$ cat src/rtl/day01_repeat_finder.sv
// rtl/day01_repeat_finder.sv - first-repeated running sum / single-pass total search engine
module day01_repeat_finder #(
   parameter int DATA_W    = 32,
   parameter int SUM_W     = 64,
   parameter int DEPTH     = 973,
   parameter int ADDR_W    = 16,
   parameter int MAX_STEPS = 1 << 20
) (
   input  logic              clk,
   input  logic              rst,
   input  logic              start,
   input  logic              mode,
   output logic              rd_en_a,
   output logic [ADDR_W-1:0] rd_addr_a,
   input  logic [DATA_W-1:0] rd_data_a,
   output logic              rd_en_b,
   output logic [ADDR_W-1:0] rd_addr_b,
   input  logic [DATA_W-1:0] rd_data_b,
   output logic              busy,
   output logic              done,
   output logic              found,
   output logic [SUM_W-1:0]  result,
   output logic [31:0]       steps
);

   typedef enum logic [2:0] {
      IDLE      = 3'd0,
      OUTER_RD  = 3'd1,
      OUTER_ACC = 3'd2,
      SCAN_CMP  = 3'd3,
      SCAN_ACC  = 3'd4,
      DONE      = 3'd5
   } state_t;

   // Address of the last delta; the next address after it is 0.
   localparam logic [ADDR_W-1:0] LAST_ADDR = ADDR_W'(DEPTH - 1);
   localparam logic [31:0]       DEPTH_W   = 32'(DEPTH);
   localparam logic [31:0]       MAX_W     = 32'(MAX_STEPS);

   state_t            state_q, state_d;
   logic              mode_q, mode_d;
   logic [SUM_W-1:0]  s_out_q, s_out_d;
   logic [SUM_W-1:0]  s_in_q, s_in_d;
   logic [31:0]       k_q, k_d;
   logic [31:0]       j_q, j_d;
   logic [ADDR_W-1:0] k_addr_q, k_addr_d;
   logic [ADDR_W-1:0] j_addr_q, j_addr_d;
   logic              found_q, found_d;
   logic [SUM_W-1:0]  result_q, result_d;
   logic [31:0]       steps_q, steps_d;

   logic [SUM_W-1:0]  delta_a, delta_b;
   logic [SUM_W-1:0]  s_out_sum;
   logic [31:0]       k_inc;
   logic [ADDR_W-1:0] k_addr_inc, j_addr_inc;
   logic              sums_equal, scan_end;

   // Sign-extended deltas and the per-step helper values.
   assign delta_a    = SUM_W'($signed(rd_data_a));
   assign delta_b    = SUM_W'($signed(rd_data_b));
   assign s_out_sum  = s_out_q + delta_a;
   assign k_inc      = k_q + 32'd1;
   assign k_addr_inc = (k_addr_q == LAST_ADDR) ? '0 : k_addr_q + 1'b1;
   assign j_addr_inc = (j_addr_q == LAST_ADDR) ? '0 : j_addr_q + 1'b1;
   assign sums_equal = (s_in_q == s_out_q);
   assign scan_end   = (j_q == k_q - 32'd1);

   // The index registers already hold k mod DEPTH and j mod DEPTH.
   assign rd_addr_a = k_addr_q;
   assign rd_addr_b = j_addr_q;

   assign busy   = (state_q != IDLE) && (state_q != DONE);
   assign done   = (state_q == DONE);
   assign found  = found_q;
   assign result = result_q;
   assign steps  = steps_q;

   // State and datapath registers; reset wins over any start.
   always_ff @(posedge clk) begin
      if (rst) begin
         state_q  <= IDLE;
         mode_q   <= 1'b0;
         s_out_q  <= '0;
         s_in_q   <= '0;
         k_q      <= '0;
         j_q      <= '0;
         k_addr_q <= '0;
         j_addr_q <= '0;
         found_q  <= 1'b0;
         result_q <= '0;
         steps_q  <= '0;
      end else begin
         state_q  <= state_d;
         mode_q   <= mode_d;
         s_out_q  <= s_out_d;
         s_in_q   <= s_in_d;
         k_q      <= k_d;
         j_q      <= j_d;
         k_addr_q <= k_addr_d;
         j_addr_q <= j_addr_d;
         found_q  <= found_d;
         result_q <= result_d;
         steps_q  <= steps_d;
      end
   end

   // Next-state, datapath update and read-request decode.
   always_comb begin
      state_d  = state_q;
      mode_d   = mode_q;
      s_out_d  = s_out_q;
      s_in_d   = s_in_q;
      k_d      = k_q;
      j_d      = j_q;
      k_addr_d = k_addr_q;
      j_addr_d = j_addr_q;
      found_d  = found_q;
      result_d = result_q;
      steps_d  = steps_q;
      rd_en_a  = 1'b0;
      rd_en_b  = 1'b0;

      case (state_q)
         IDLE, DONE: begin
            if (start) begin
               mode_d   = mode;
               s_out_d  = '0;
               s_in_d   = '0;
               k_d      = '0;
               j_d      = '0;
               k_addr_d = '0;
               j_addr_d = '0;
               found_d  = 1'b0;
               result_d = '0;
               steps_d  = '0;
               state_d  = OUTER_RD;
            end
         end

         OUTER_RD: begin
            rd_en_a = 1'b1;
            state_d = OUTER_ACC;
         end

         OUTER_ACC: begin
            s_out_d  = s_out_sum;
            k_d      = k_inc;
            k_addr_d = k_addr_inc;
            if (!mode_q) begin
               if (k_inc == DEPTH_W) begin
                  found_d  = 1'b1;
                  result_d = s_out_sum;
                  steps_d  = k_inc;
                  state_d  = DONE;
               end else begin
                  state_d = OUTER_RD;
               end
            end else begin
               j_d      = '0;
               j_addr_d = '0;
               s_in_d   = '0;
               state_d  = SCAN_CMP;
            end
         end

         SCAN_CMP: begin
            if (sums_equal) begin
               found_d  = 1'b1;
               result_d = s_out_q;
               steps_d  = k_q;
               state_d  = DONE;
            end else if (scan_end) begin
               if (k_q == MAX_W) begin
                  found_d  = 1'b0;
                  result_d = s_out_q;
                  steps_d  = k_q;
                  state_d  = DONE;
               end else begin
                  state_d = OUTER_RD;
               end
            end else begin
               rd_en_b = 1'b1;
               state_d = SCAN_ACC;
            end
         end

         SCAN_ACC: begin
            s_in_d   = s_in_q + delta_b;
            j_d      = j_q + 32'd1;
            j_addr_d = j_addr_inc;
            state_d  = SCAN_CMP;
         end

         default: begin
            state_d = IDLE;
         end
      endcase
   end

endmodule

$ cat config.mk
export PLATFORM = sky130hd
export DESIGN_NAME = day01_repeat_finder
export DESIGN_NICKNAME = d
export VERILOG_FILES = /design/src/rtl/day01_repeat_finder.sv
export SDC_FILE = /design/constraint.sdc
export NUM_CORES = 1
export LEC_CHECK = 0
export CAP_MARGIN = 20
export CORE_MARGIN = 10
export CORE_UTILIZATION = 35
export CTS_BUF_LIST = sky130_fd_sc_hd__clkbuf_8
export DETAILED_ROUTE_END_ITERATION = 8
export SLEW_MARGIN = 20
export SYNTH_ARGS = -nofsm -noshare
export SYNTH_HDL_FRONTEND = slang
export SYNTH_SLANG_ARGS = --single-unit
$ cat constraint.sdc
create_clock -name clk -period 3.5 [get_ports clk]
set_clock_uncertainty 0.05 [all_clocks]
set_input_delay 0.35 -clock clk [delete_from_list [all_inputs] [get_ports clk]]
set_output_delay 0.35 -clock clk [all_outputs]
set_load 0.02 [all_outputs]
==> impl_metrics.csv, run 1 <==
group,metric,value,unit
clock_network,cts.sinks,325,
timing,setup_violations,98,
timing,period_needed,3.76,ns
route,drc,0,
global_route,grt_pass1_vias,24300,
placed_design,gp_congestion,0.942,
synthesis,synth_area_leaders,"dfxtp_1 27%, ha_1 7.1%, xnor2_1 6.9%",
global_route,grt_pass1_wl,141000,um
finish,fin_nets,4038,
outcome,outcome,"finished with violations",
synthesis,synthesis.nets,3393,
clock_network,ctsHoldBuffers,0,
synthesis,synth_top_area_cell,"dfxtp_1",
synthesis,synth_edf_count,0,
clock_network,cts_tree,"done",
finish,final_cell_mix,"539 x buf_4, 356 x nor2_1, 312 x dfxtp_1",
clock_network,cts_buffer_depth,3,
finish,area_growth,41.4,%
worst_setup_path,worstPathMaxFanout,5,
floorplan,dieArea,78400,um2
synthesis,synth_top_area_share,27.5,%
clock_network,insertion_delay,0.71,ns
synthesis,synth_top_flop_cell,"dfxtp_1",
power,irDropWorstVdd,254,uV
timing,hold_viol,0,
placed_design,portBuffers,200,
global_route,antenna_found_initial,1,
global_route,grt_use_total,22.4,%
route,drt_first_pass_iters,7,
timing,rsz0062_at_grt,"true",
worst_setup_path,cp.arrival,3.36,ns
route,detail_route.wl_per_cell,19.4,um
synthesis,yosysSeqAreaShare,27.5,%
timing,tightest_slew,0.904,ns
placed_design,dp_hpwl,68200,um
worst_setup_path,end_kind,"output pin",
global_route,grt.overflow.total,0,
finish,drive_above_1_share,23.8,%
clock_network,htreeDepth,2,
global_route,grt_max_degree,74,
timing,fin_tns_setup,-16.90,ns
route,wl,92200,um
worst_setup_path,critical_path_class,"reg -> out",
timing,slew_viol_final,0,
floorplan,ios,201,
route,antenna_left,0,
synthesis,yosysWarnings,0,
synthesis,ys_ff_latch,325,
power,p_per_area,317,nW/um2
floorplan,start_util,35.2,%
clock_network,clk_pin_slew_worst_paths,0.07,ns
synthesis,syn_area_per_cell,7.42,um2
floorplan,dieHeight,280,um
timing,finalCritPeriodShare,107,%
floorplan,rows,95,
flow_run,maxCapViolCount,0,
timing,max_freq,0.266,GHz
power,power_leakage,14.0,nW
floorplan,coreArea,67200,um2
synthesis,synth_area,23700,um2
worst_setup_path,worst_setup_path_start_kind,"register",
finish,layout_commonest_cell,"buf_4",
clock_network,root_buffer,"clkbuf_8",
synthesis,synth_async_sr_flop_share,0,%
route,viasPerCell,5.46,
floorplan,dieWidth,280,um
placed_design,dpl_worst_slack,-1.03,ns
worst_setup_path,worstPathRequired,3.10,ns
timing,slew_headroom,39.7,%
clock_network,cts_buffers,59,
outcome,violations,"setup timing",
synthesis,syn_inst,3189,
route,via_count,26000,
worst_hold_path,worstHoldPathType,"in -> reg",
synthesis,synth_cell_types,83,
route,drt_iter0_drc,2068,
timing,fin_ws,-0.260,ns
==> power by group <==
| part | total (mW) | leakage (nW) | internal, mW | switching [mW] |
|---|---|---|---|---|
| logic | 2.57 | 10.6 | 1.16 | 1.41 |
| registers | 3.86 | 2.63 | 3.76 | 0.0958 |
| clock network | 4.17 | 0.723 | 2.39 | 1.79 |
==> registers in the layout (all words and copies together), names as in the netlist, 3 cells and up <==
name and count:
j_q 32, k_q 32, rd_addr_a 16, rd_addr_b 16, result 64, s_in_q 64, s_out_q 64, state_q 3
steps 32
==> cell type report <==
cell class	instances	area, um2
Antenna cell	1	2.50
Clock buffer	69	950
Clock inverter	33	369
Fill cell	6440	33700
Inverter	56	210
Multi-Input combinational cell	2590	17200
Sequential cell	325	6530
Tap cell	873	1090
Timing Repair Buffer	802	7090
==> per-layer routing <==
layer	wire, um	GRT usage [%]	vias up
met5	0	0	-
met4	2550	5.96	0
met3	6010	2.91	134
met2	40900	35.6	801
met1	42800	31.4	12300
li1	-	-	12700
==> through the flow <==
stage | hold WS [ns] | util, % | power [mW] | instances | area (um2)
6_report | 0.164 | 49.8 | 10.6 | 4749 | 33500
5_1_grt | 0.195 | 49.8 | 11.0 | 4749 | 33500
4_1_cts | 0.118 | 48.8 | 10.6 | 4732 | 32800
3_5_place_dp | 0.394 | 44.9 | 6.06 | 4583 | 30200
3_3_place_gp | 0.388 | 44.9 | 6.06 | 4583 | 30200
2_1_floorplan | 0.411 | - | 5.09 | 3189 | 23800
==> path summary, 6_finish.rpt <==
kind,startpoint,endpoint,slack [ns],cells after the start
setup / recovery,k_q[18],rd_en_b,-0.26,11
hold / removal,rst,result[3],0.16,2
setup reg to reg,k_q[1],steps[16],-0.26,15
hold reg to reg,result[28],result[28],0.41,2
==> cells by family (layout without fill, tap and decap cells) <==
logic type	Yosys count	after routing	share of synthesized area, %
AOI/OAI and AO/OA	879	879	22.9
DFF	325	325	27.5
buffers and inverters	275	960	4.57
muxes	55	55	2.34
xor gates and xnor gates	293	293	10.8
adders and majority gates	137	137	7.29
other	0	1	0
and+or+nand+nor	1225	1226	24.5
==> Yosys cell counts, types with 6 or more instances <==
cell / n
nand3b_1: 6
o21ai_0: 176
a21oi_1: 315
a311oi_1: 14
a32oi_1: 6
o31ai_1: 12
nand4_1: 90
o211ai_1: 14
and2_1: 15
nor4_1: 31
nand3_1: 130
a22oi_1: 58
and3_1: 30
a211oi_1: 25
or3_1: 20
o21a_1: 13
xor2_1: 107
nor2b_1: 22
nand2_1: 333
or4_1: 15
o21ai_1: 7
xnor2_1: 186
a31oi_1: 44
a21boi_0: 7
and4_1: 7
o21bai_1: 32
dfxtp_1: 325
nor3_1: 71
buf_2: 6
o22ai_1: 9
nor2_1: 365
mux2i_1: 53
buf_1: 27
inv_1: 55
clkbuf_1: 178
nor3b_1: 8
a21o_1: 82
o31a_1: 6
ha_1: 134
nand2b_1: 46
or2_2: 8
nand4b_1: 9
==> critical path: stages, from the launching register on <==
cell and delay [ns]:
dfxtp_2 0.33, buf_6 0.12, or4_4 0.43, or4_4 0.44
nor3_4 0.22, xnor2_1 0.17, nand2_1 0.07, nor2_1 0.09
and3b_1 0.16, nand4b_1 0.23, and2_4 0.25, buf_6 0.13
==> what timing repair did <==
action,4_1_cts,5_1_grt
gates cloned,15,0
resized for setup,191,158
pin swaps,69,59
setup endpoints to repair,123,129
setup buffers,32,29
Note: power is estimated with default switching activity, not from simulation.
==> run 2, diff against run 1 <==
CORE_UTILIZATION = 30   (was 35)
==> run 2 against run 1 <==
Effect of this change:
- the run still ends with setup timing left
- power grew 1.3%
- final area shrank 0.61%
- global-route usage shrank 2.4 points
- utilization shrank 7.1 points
- die area grew 15%
- first-iteration DRC count grew 17%
- critical path depth grew 3
- register-to-register slack lost 0.03 ns
- critical path type is now reg -> reg
- largest cell class unchanged
- largest power group unchanged
- highest routed layer unchanged
==> impl_metrics.csv, run 2 (synthesis results as in run 1) <==
group,metric,value,unit
timing,slew_viol_final,0,
timing,tightest_slew,0.956,ns
global_route,grt_pass1_vias,24500,
power,power_leakage,14.0,nW
global_route,grt_busiest_layer,"met2",
timing,period_needed,3.79,ns
global_route,grt_pass1_wl,145000,um
worst_setup_path,crit_slowest_cell,"or4_4",
worst_setup_path,r2r_start,"k_q[9]",
clock_network,cts_buffers,66,
clock_network,root_buffer,"clkbuf_8",
global_route,grtUsageMet3,3.00,%
global_route,antenna_found_initial,3,
route,detail_route.wl_per_cell,19.2,um
global_route,grt.overflow.total,0,
worst_setup_path,worst-path-buf-inv,4,
route,via_count,26300,
clock_network,ctsHoldBuffers,0,
worst_setup_path,end_kind,"register",
route,drc,0,
finish,area_growth,40.5,%
timing,finalCritPeriodShare,108,%
clock_network,cts_buffer_depth,3,
finish,fin_nets,4064,
outcome,violations,"setup timing",
finish,final_cell_mix,"578 x buf_4, 361 x nor2_1, 319 x nand2_1",
floorplan,dieWidth,301,um
power,p_per_area,323,nW/um2
timing,max_freq,0.264,GHz
timing,fin_ws,-0.288,ns
worst_hold_path,hold_end,"rd_addr_a[3]",
route,viasPerCell,5.31,
worst_setup_path,crit_family,"simple AND/OR/NAND/NOR gates",
route,drt_first_pass_iters,5,
worst_hold_path,worstHoldPathType,"in -> reg",
worst_setup_path,worstPathRequired,3.93,ns
global_route,grt_max_degree,81,
global_route,grt_use_total,20.0,%
timing,rsz0062_at_grt,"true",
timing,hold_viol,0,
timing,setup_violations,98,
finish,layout_commonest_cell,"buf_4",
placed_design,dpl_cell_area,30700,um2
placed_design,portBuffers,200,
global_route,met1_usage,29.0,%
worst_setup_path,crit_top_cell,"or4_4",
clock_network,clk_pin_slew_worst_paths,0.06,ns
floorplan,ios,201,
worst_setup_path,ff2ff_setup_slack,-0.29,ns
floorplan,dieHeight,301,um
finish,post-route-util,42.7,%
worst_setup_path,critical_path_class,"reg -> reg",
finish,drive_above_1_share,22.3,%
global_route,use_met2,30.6,%
finish,stdcell_count,4950,
placed_design,dp_hpwl,71400,um
finish,stdcell_area,33300,um2
worst_setup_path,r2r_cells,14,
route,wl,95100,um
worst_setup_path,cp.arrival,4.22,ns
clock_network,cts.sinks,325,
floorplan,start_util,30.4,%
clock_network,cts_tree,"done",
timing,slew_headroom,36.3,%
placed_design,numPlacedInstances,4792,
route,antenna_left,0,
clock_network,htreeDepth,3,
worst_setup_path,worst_setup_path_start_kind,"register",
flow_run,maxCapViolCount,0,
floorplan,rows,102,
placed_design,gp_congestion,0.966,
worst_setup_path,worstPathMaxFanout,9,
worst_setup_path,cp_cell_sequence,"nand2_4 > or4_4 > buf_6 > or4_4 > xnor2_2 > or4_4 > nor4_4 > buf_4 > o21ai_4 > a21oi_4 > buf_12 > buf_12 > mux2i_1 > nor2_1",
clock_network,insertion_delay,0.67,ns
floorplan,coreArea,77800,um2
worst_setup_path,reg2reg_to,"steps[29]",
placed_design,dpl_worst_slack,-0.836,ns
worst_hold_path,hold_start,"rst",
route,drt_iter0_drc,2425,
outcome,outcome,"finished with violations",
floorplan,dieArea,90500,um2
worst_setup_path,max_stage_delay,0.58,ns
worst_hold_path,hold_path_depth,2,
power,irDropWorstVdd,328,uV
finish,fillCellCount,7936,
-- run 2: stage by stage --
step	hold slack [ns]	power, mW	TNS, ns
after CTS	0.164	10.7	-20.70
after detailed placement	0.393	6.13	-66.78
final	0.181	10.7	-19.74
after floorplan	0.411	5.09	-3.89
after global routing	0.197	11.2	-36.32
after global placement	0.389	6.13	-61.83
-- run 2: worst max path at each step --
stage	start	endpoint	slack, ns	cells after the start
after floorplan	k_q[2]	result[10]	-0.09	15
after global placement	rd_data_a[4]	s_out_q[63]	-0.81	15
after detailed placement	rd_data_a[4]	s_out_q[63]	-0.84	15
after CTS	k_q[18]	rd_en_b	-0.31	11
after global routing	k_q[1]	result[63]	-0.45	18
final	k_q[9]	steps[29]	-0.29	14
-- run 2: worst register-to-register path, cell delays in order (launching register included) --
cell and delay, ns:
dfxtp_2 0.36, nand2_4 0.05, or4_4 0.58, buf_6 0.15, or4_4 0.46, xnor2_2 0.15
or4_4 0.43, nor4_4 0.21, buf_4 0.18, o21ai_4 0.07, a21oi_4 0.25, buf_12 0.22
buf_12 0.18, mux2i_1 0.22, nor2_1 0.05
-- run 2: timing repair --
item	CTS	global route
buffers inserted	26	6
pin swaps	50	19
resized for setup	134	63
gates cloned	8	1
endpoints found under the setup margin	119	128
-- run 2: where the power goes --
group          internal [mW]  switching [mW]
sequential              3.77          0.0901
clock                   2.52            1.87
combinational           1.10            1.39
total                   7.39            3.35
-- run 2: final cells by class --
type | instances | area (um2) | area share [%]
Clock buffer | 84 | 1160 | 3.48
Antenna cell | 2 | 5.00 | 0.0150
Inverter | 56 | 210 | 0.632
Tap cell | 1040 | 1300 | 3.91
Timing Repair Buffer | 821 | 7090 | 21.3
Clock inverter | 32 | 273 | 0.820
Multi-Input combinational cell | 2590 | 16700 | 50.2
Sequential cell | 325 | 6530 | 19.6
-- run 2: routing by layer --
| metal | wire length (um) | vias to the layer above |
|---|---|---|
| met4 | 1910 | 0 |
| met3 | 6780 | 118 |
| met1 | 45000 | 12500 |
| met2 | 41400 | 894 |
| li1 | - | 12800 |
| met5 | 0 | - |
